## config.mk

```make
export PLATFORM = sky130hd
export DESIGN_NAME = cv_ctrl_scanner_flat
export DESIGN_NICKNAME = d
export VERILOG_FILES = /design/src/rtl/cv_ctrl_scanner_if.sv /design/src/rtl/cv_ctrl_scanner.sv /design/src/flat_wrapper.sv
export SDC_FILE = /design/constraint.sdc
export NUM_CORES = 1
export LEC_CHECK = 0
export ABC_CLOCK_PERIOD_IN_PS = 3500
export BUFFER_PORTS_ARGS = -buffer_cell sky130_fd_sc_hd__buf_2
export CORE_AREA = 2 2 90 92
export DETAILED_ROUTE_END_ITERATION = 6
export DIE_AREA = 0 0 92 94
export PLACE_DENSITY = 0.78
export SLEW_MARGIN = 25
export SYNTH_ARGS = -nofsm -noshare
export SYNTH_HDL_FRONTEND = slang
export SYNTH_SLANG_ARGS = --single-unit
```

## constraint.sdc

```tcl
create_clock -name clk_sys -period 3.5 [get_ports clk_sys]
set_input_delay 0.7 -clock clk_sys [delete_from_list [all_inputs] [get_ports clk_sys]]
set_output_delay 0.7 -clock clk_sys [all_outputs]
set_load 0.005 [all_outputs]
```

## src/rtl/cv_ctrl_scanner_if.sv

```systemverilog
// Controller-port bundle between the console scanner and the pad side:
// select strobes out, returned pin levels in, committed pad state to the CPU.
interface cv_ctrl_scanner_if;
    logic        scan_en;
    logic [7:0]  ctrl_n_i;
    logic [1:0]  fire_n_i;
    logic [1:0]  sel_kp_n_o;
    logic [1:0]  sel_joy_n_o;
    logic [11:0] joy_o;
    logic [7:0]  key_o;
    logic        valid_o;
    logic        change_o;

    modport master (
        output scan_en, ctrl_n_i, fire_n_i,
        input  sel_kp_n_o, sel_joy_n_o, joy_o, key_o, valid_o, change_o
    );

    modport slave (
        input  scan_en, ctrl_n_i, fire_n_i,
        output sel_kp_n_o, sel_joy_n_o, joy_o, key_o, valid_o, change_o
    );
endinterface

```

## src/rtl/cv_ctrl_scanner.sv

```systemverilog
// ColecoVision controller port scanner: strobes keypad/joystick selects with a
// break cycle between them, samples both players, debounces and commits state.
module cv_ctrl_scanner #(
    parameter int unsigned SETTLE   = 8,
    parameter int unsigned DEBOUNCE = 3
) (
    input  logic             clk_sys,
    input  logic             reset,
    input  logic             ce,
    cv_ctrl_scanner_if.slave bus
);
    typedef enum logic [2:0] {IDLE, BRK1, KP, SMP_KP, BRK2, JOY, SMP_JOY, UPD} state_t;

    localparam logic [7:0] SETTLE_LAST = 8'(SETTLE - 1);
    localparam logic [2:0] DEB_MAX     = 3'(DEBOUNCE);

    state_t          state_r, state_nxt_s;
    logic [7:0]      settle_r, settle_nxt_s;
    logic [1:0]      sel_kp_r, sel_joy_r, sel_kp_nxt_s, sel_joy_nxt_s;
    logic [1:0][4:0] kp_raw_r;   // {fire2, key index}
    logic [1:0][4:0] joy_raw_r;  // {fire1, up, down, left, right}
    logic [1:0][4:0] kp_smp_s, joy_smp_s;
    logic [1:0][9:0] prev_r, raw_s;
    logic [1:0][2:0] cnt_r, cnt_nxt_s;
    logic [1:0]      commit_s;
    logic [11:0]     joy_r, joy_nxt_s;
    logic [7:0]      key_r, key_nxt_s;
    logic            valid_r, change_r;
    logic            abort_s;

    function automatic logic [3:0] kp_decode(input logic [3:0] code);
        case (code)
            4'b0011: kp_decode = 4'd0;
            4'b1110: kp_decode = 4'd1;
            4'b1101: kp_decode = 4'd2;
            4'b0110: kp_decode = 4'd3;
            4'b0001: kp_decode = 4'd4;
            4'b1001: kp_decode = 4'd5;
            4'b0111: kp_decode = 4'd6;
            4'b1100: kp_decode = 4'd7;
            4'b1000: kp_decode = 4'd8;
            4'b1011: kp_decode = 4'd9;
            4'b1010: kp_decode = 4'd10;
            4'b0101: kp_decode = 4'd11;
            4'b0100: kp_decode = 4'd12;
            4'b0010: kp_decode = 4'd13;
            4'b1111: kp_decode = 4'd15;
            default: kp_decode = 4'd14;
        endcase
    endfunction

    assign abort_s = (state_r != IDLE) && !bus.scan_en;

    // Next-state, settle counter and next select levels.
    always_comb begin
        state_nxt_s  = state_r;
        settle_nxt_s = settle_r;
        if (abort_s) begin
            state_nxt_s  = IDLE;
            settle_nxt_s = 8'd0;
        end else begin
            case (state_r)
                IDLE: begin
                    if (bus.scan_en) begin
                        state_nxt_s = BRK1;
                    end else begin
                        state_nxt_s = IDLE;
                    end
                end
                BRK1: begin
                    state_nxt_s  = KP;
                    settle_nxt_s = 8'd0;
                end
                KP, JOY: begin
                    if (settle_r == SETTLE_LAST) begin
                        state_nxt_s  = (state_r == KP) ? SMP_KP : SMP_JOY;
                        settle_nxt_s = 8'd0;
                    end else begin
                        settle_nxt_s = settle_r + 8'd1;
                    end
                end
                SMP_KP:  state_nxt_s = BRK2;
                BRK2: begin
                    state_nxt_s  = JOY;
                    settle_nxt_s = 8'd0;
                end
                SMP_JOY: state_nxt_s = UPD;
                UPD:     state_nxt_s = BRK1;
                default: state_nxt_s = IDLE;
            endcase
        end
        // Selects follow the state being entered so they stay registered.
        sel_kp_nxt_s  = (state_nxt_s == KP  || state_nxt_s == SMP_KP)  ? 2'b00 : 2'b11;
        sel_joy_nxt_s = (state_nxt_s == JOY || state_nxt_s == SMP_JOY) ? 2'b00 : 2'b11;
    end

    // FSM state, settle counter and select strobes.
    always_ff @(posedge clk_sys) begin
        if (reset) begin
            state_r   <= IDLE;
            settle_r  <= 8'd0;
            sel_kp_r  <= 2'b11;
            sel_joy_r <= 2'b11;
        end else if (ce) begin
            state_r   <= state_nxt_s;
            settle_r  <= settle_nxt_s;
            sel_kp_r  <= sel_kp_nxt_s;
            sel_joy_r <= sel_joy_nxt_s;
        end else begin
            state_r   <= state_r;
            settle_r  <= settle_r;
            sel_kp_r  <= sel_kp_r;
            sel_joy_r <= sel_joy_r;
        end
    end

    // Pin sampling, raw word assembly and per-player debounce decision.
    always_comb begin
        joy_nxt_s = joy_r;
        key_nxt_s = key_r;
        for (int p = 0; p < 2; p++) begin
            kp_smp_s[p]  = {~bus.fire_n_i[p], kp_decode(bus.ctrl_n_i[p*4 +: 4])};
            joy_smp_s[p] = {~bus.fire_n_i[p], ~bus.ctrl_n_i[p*4 +: 4]};
            raw_s[p]     = {kp_raw_r[p][4], joy_raw_r[p], kp_raw_r[p][3:0]};
            if (raw_s[p] != prev_r[p]) begin
                cnt_nxt_s[p] = 3'd1;
            end else if (cnt_r[p] >= DEB_MAX) begin
                cnt_nxt_s[p] = DEB_MAX;
            end else begin
                cnt_nxt_s[p] = cnt_r[p] + 3'd1;
            end
            commit_s[p] = (cnt_nxt_s[p] == DEB_MAX);
            if (commit_s[p]) begin
                joy_nxt_s[p*6 +: 6] = raw_s[p][9:4];
                key_nxt_s[p*4 +: 4] = raw_s[p][3:0];
            end else begin
                joy_nxt_s[p*6 +: 6] = joy_r[p*6 +: 6];
                key_nxt_s[p*4 +: 4] = key_r[p*4 +: 4];
            end
        end
    end

    // Sample latches, debounce history and committed outputs.
    always_ff @(posedge clk_sys) begin
        if (reset) begin
            kp_raw_r  <= '0;
            joy_raw_r <= '0;
            prev_r    <= '0;
            cnt_r     <= '0;
            joy_r     <= 12'h000;
            key_r     <= 8'hFF;
            valid_r   <= 1'b0;
            change_r  <= 1'b0;
        end else begin
            change_r <= 1'b0;
            if (ce) begin
                case (state_r)
                    SMP_KP:  kp_raw_r  <= kp_smp_s;
                    SMP_JOY: joy_raw_r <= joy_smp_s;
                    UPD: begin
                        prev_r <= raw_s;
                        cnt_r  <= cnt_nxt_s;
                        if (|commit_s) begin
                            joy_r    <= joy_nxt_s;
                            key_r    <= key_nxt_s;
                            valid_r  <= 1'b1;
                            change_r <= (joy_nxt_s != joy_r) || (key_nxt_s != key_r);
                        end
                    end
                    default: begin
                        kp_raw_r <= kp_raw_r;
                    end
                endcase
                // Leaving a scan early forgets the debounce history.
                if (abort_s) begin
                    cnt_r <= '0;
                end
            end
        end
    end

    assign bus.sel_kp_n_o  = sel_kp_r;
    assign bus.sel_joy_n_o = sel_joy_r;
    assign bus.joy_o       = joy_r;
    assign bus.key_o       = key_r;
    assign bus.valid_o     = valid_r;
    assign bus.change_o    = change_r;
endmodule

```

## src/flat_wrapper.sv

```systemverilog
// flat-port wrapper written by rule: the top's interface ports become plain ports
module cv_ctrl_scanner_flat 
#(
    parameter int unsigned SETTLE   = 8,
    parameter int unsigned DEBOUNCE = 3
)
  (clk_sys, reset, ce, bus_scan_en, bus_ctrl_n_i, bus_fire_n_i, bus_sel_kp_n_o, bus_sel_joy_n_o, bus_joy_o, bus_key_o, bus_valid_o, bus_change_o);
  cv_ctrl_scanner_if bus_i ();
  input  logic clk_sys;
  input  logic reset;
  input  logic ce;
  input wire logic [$bits(bus_i.scan_en)-1:0] bus_scan_en;
  input wire logic [$bits(bus_i.ctrl_n_i)-1:0] bus_ctrl_n_i;
  input wire logic [$bits(bus_i.fire_n_i)-1:0] bus_fire_n_i;
  output wire logic [$bits(bus_i.sel_kp_n_o)-1:0] bus_sel_kp_n_o;
  output wire logic [$bits(bus_i.sel_joy_n_o)-1:0] bus_sel_joy_n_o;
  output wire logic [$bits(bus_i.joy_o)-1:0] bus_joy_o;
  output wire logic [$bits(bus_i.key_o)-1:0] bus_key_o;
  output wire logic [$bits(bus_i.valid_o)-1:0] bus_valid_o;
  output wire logic [$bits(bus_i.change_o)-1:0] bus_change_o;
  assign bus_i.scan_en = bus_scan_en;
  assign bus_i.ctrl_n_i = bus_ctrl_n_i;
  assign bus_i.fire_n_i = bus_fire_n_i;
  assign bus_sel_kp_n_o = bus_i.sel_kp_n_o;
  assign bus_sel_joy_n_o = bus_i.sel_joy_n_o;
  assign bus_joy_o = bus_i.joy_o;
  assign bus_key_o = bus_i.key_o;
  assign bus_valid_o = bus_i.valid_o;
  assign bus_change_o = bus_i.change_o;
  cv_ctrl_scanner #(.SETTLE(SETTLE), .DEBOUNCE(DEBOUNCE)) u_core (.clk_sys(clk_sys), .reset(reset), .ce(ce), .bus(bus_i));
endmodule
```

==> run_results.csv <==
group,metric,value,unit
clock_tree,cts_root_buffer,"clkbuf_8",
yosys,ys.flop_type,"dfxtp_1",
yosys,synth_top_area_share,0.3938,
final_layout,nNetsFinal,541,
pwr,finalPower,0.001653,W
pwr,leakagePower,1.778,nW
yosys,syn_nets,514,
sta,worstMarginPinSlew,745.9,ps
final_layout,final_common_cell,"dfxtp_1",
route,drtPass1Iterations,4,
critical_path,timing.rr.end,"u_core.bus.joy_o[1]",
critical_path,crit_type,"reg2reg",
critical_path,ff2ff_path_depth,6,
yosys,synth.distinct_cells,51,
clock_tree,ctsLongestPathBuffers,2,
critical_path,cp-start-kind,"register",
yosys,yosysSeqAreaShare,0.3938,
die,num_rows,32,
sta,drv_slew,0,
die,die_h,94,um
placed_design,gp_congestion,0.8535,
die,dieArea,0.008648,mm^2
yosys,synth_area_leaders,"dfxtp_1 (39%), nand2_1 (6.3%), ha_1 (5.8%)",
yosys,syn_area,0.004118,mm^2
clock_tree,ctsHtreeMaxLevel,3,
sta,min_period,2436,ps
critical_path,worstPathArrival,2750,ps
clock_tree,post-cts-setup-buffer-count,0,
die,start_util,0.5413,
global_routing,antenna_found_initial,0,
global_routing,grt_max_degree,50,
yosys,ys_async_sr_fraction,0,
sta,hold_viol,0,
pwr,power_density,363.5,mW/mm^2
clock_tree,cts_hold_buf,0,
worst_hold_path,min_path_cells,2,
sta,fin_crit_sh,0.6960,
critical_path,critPathMaxFanout,23,
global_routing,grt_util_all_layers,0.2101,
critical_path,rrSetupSlack,1060,ps
yosys,synth_seq_cells,81,
final_layout,fillers,684,
sta,fmax,410.5,MHz
yosys,yosys.area.top_type,"dfxtp_1",
clock_tree,clk_latency,360,ps
worst_hold_path,worst_hold_path.endpoint,"u_core.prev_r[9]",
sta,rsz0062_at_grt,"false",
final_layout,num_antenna_cells,0,
pwr,max-vdd-ir-drop,172.7,uV
clock_tree,cts_buffers,9,
route,wirelength,8299,um
worst_hold_path,hp-start,"u_core.prev_r[9]",
worst_hold_path,hp-class,"reg2reg",
yosys,avgSynthCellArea,8.561,um^2
sta,fin_skew,13.61,ps
route,vias,3329,
clock_tree,cts_tree,"built",
status,status,"completed",
sta,setup_violations,0,
placed_design,io_buffers,39,
global_routing,gr-total-overflow,0,
final_layout,final_layout_size_suffix_gt1_frac,0.1501,
route,detail_route.wl_per_cell,13.49,um
critical_path,end_kind,"register",
yosys,yosysWarnings,0,
clock_tree,path_clk_slew,90,ps
critical_path,cp.required,3810,ps
die,die_w,92,um
route,drc,0,
clock_tree,cts_resized,0,
flow_run,drv_cap,0,
die,boundaryPins,40,
sta,fin_setup_tns,0,ps
final_layout,mostFrequentLayoutCells,"dfxtp_1 (81), nand2_1 (69), nor2_1 (61)",
final_layout,area_delta_synth_final,10.48,%
clock_tree,numClockSinks,81,
die,core_area,0.007607,mm^2
placed_design,dp_hpwl,5863,um
route,drt_iter0_drc,147,
global_routing,grt_pass1_vias,3211,
yosys,synth-edff-count,0,
route,ant_nets,0,
yosys,syn_inst,481,
critical_path,worstReg2RegStart,"u_core.state_r[2]",
route,vias_per_cell,5.413,
global_routing,grt_first_pass_wirelength,14740,um
sta,slew_headroom,0.5013,
==> layout make-up <==
cell class	count	area (um^2)	area share
clock buffer	10	137.6	0.03025
clock inverter	6	50.05	0.01100
inverter	16	60.06	0.01320
multi-input combinational	356	2320	0.5099
sequential	81	1622	0.3564
tap	102	127.6	0.02805
timing repair buffer	44	232.7	0.05116
==> report_power, final <==
group	total, W	switching (W)	internal, W	leakage (nW)
registers	0.000927	0.00000435	0.000923	0.653
logic	0.0000815	0.0000538	0.0000276	1.04
clock network	0.000645	0.000359	0.000286	0.0899
==> Yosys cell counts, drive strengths merged (6+ instances only) <==
cell    count
a211oi     19
a21oi      32
a31o        6
buf         8
clkbuf     20
dfxtp      81
ha         19
inv        16
mux2i      19
nand2      69
nand3       6
nand4       8
nor2       61
nor3        6
nor3b      10
nor4        7
o21ai      14
xnor2      24
xor2       23
==> worst max path at each step <==
| stage | from | cells past startpoint | end |
|---|---|---|---|
| 2_1_floorplan | u_core.cnt_r[0] | 7 | u_core.bus.joy_o[0] |
| 3_3_place_gp | ce | 6 | u_core.bus.joy_o[1] |
| 3_5_place_dp | ce | 7 | u_core.bus.joy_o[2] |
| 4_1_cts | u_core.state_r[2] | 6 | u_core.bus.joy_o[2] |
| 5_1_grt | u_core.state_r[2] | 6 | u_core.bus.joy_o[1] |
| 6_report | u_core.state_r[2] | 6 | u_core.bus.joy_o[1] |
==> kinds of logic (layout without fill, tap and decap cells) <==
family / Yosys count / after routing / synth area share
simple gates: 180 / 180 / 0.2045
compound gates: 89 / 89 / 0.1428
flops: 81 / 81 / 0.3938
xor+xnor: 47 / 47 / 0.09997
buf+inv: 44 / 76 / 0.04406
mux: 21 / 21 / 0.05712
fa+ha+maj: 19 / 19 / 0.05773
==> stage by stage <==
step                      utilization  instance area [um^2]  cells  hold slack [ps]  setup WS, ps
final                          0.5980                  4549    615            469.0          1064
after global routing           0.5980                  4549    615            490.4         706.4
after CTS                      0.5980                  4549    615            471.7          1093
after detailed placement       0.5734                  4362    599            458.8         861.2
after global placement         0.5734                  4362    599            453.5         920.9
after floorplan                     -                  4118    481            447.8          1602
==> sequential cells by signal (all words and copies together), names as in the netlist <==
register,count
u_core.bus.sel_joy_n_o,1
u_core.state_r,3
u_core.bus.sel_kp_n_o,1
u_core.cnt_r,6
u_core.bus.key_o,8
u_core.bus.change_o,1
u_core.joy_raw_r,10
u_core.prev_r,20
u_core.kp_raw_r,10
u_core.bus.joy_o,12
u_core.settle_r,8
u_core.bus.valid_o,1
==> routing by layer <==
layer / vias to the layer above / track usage / routed length, um
li1: 1699 / - / -
met1: 1553 / 0.2671 / 3825
met2: 70 / 0.3517 / 4053
met3: 7 / 0.03531 / 306
met4: 0 / 0.09328 / 114
met5: - / 0 / 0
==> worst max-delay path: stages (launching register included) <==
cell and delay [ps]:
dfxtp_1 620, nand2_1 160, nor2_1 140, buf_4 270
nand4_1 630, nor3b_1 420, a31o_2 140
Power figures use the tool's default switching activity.
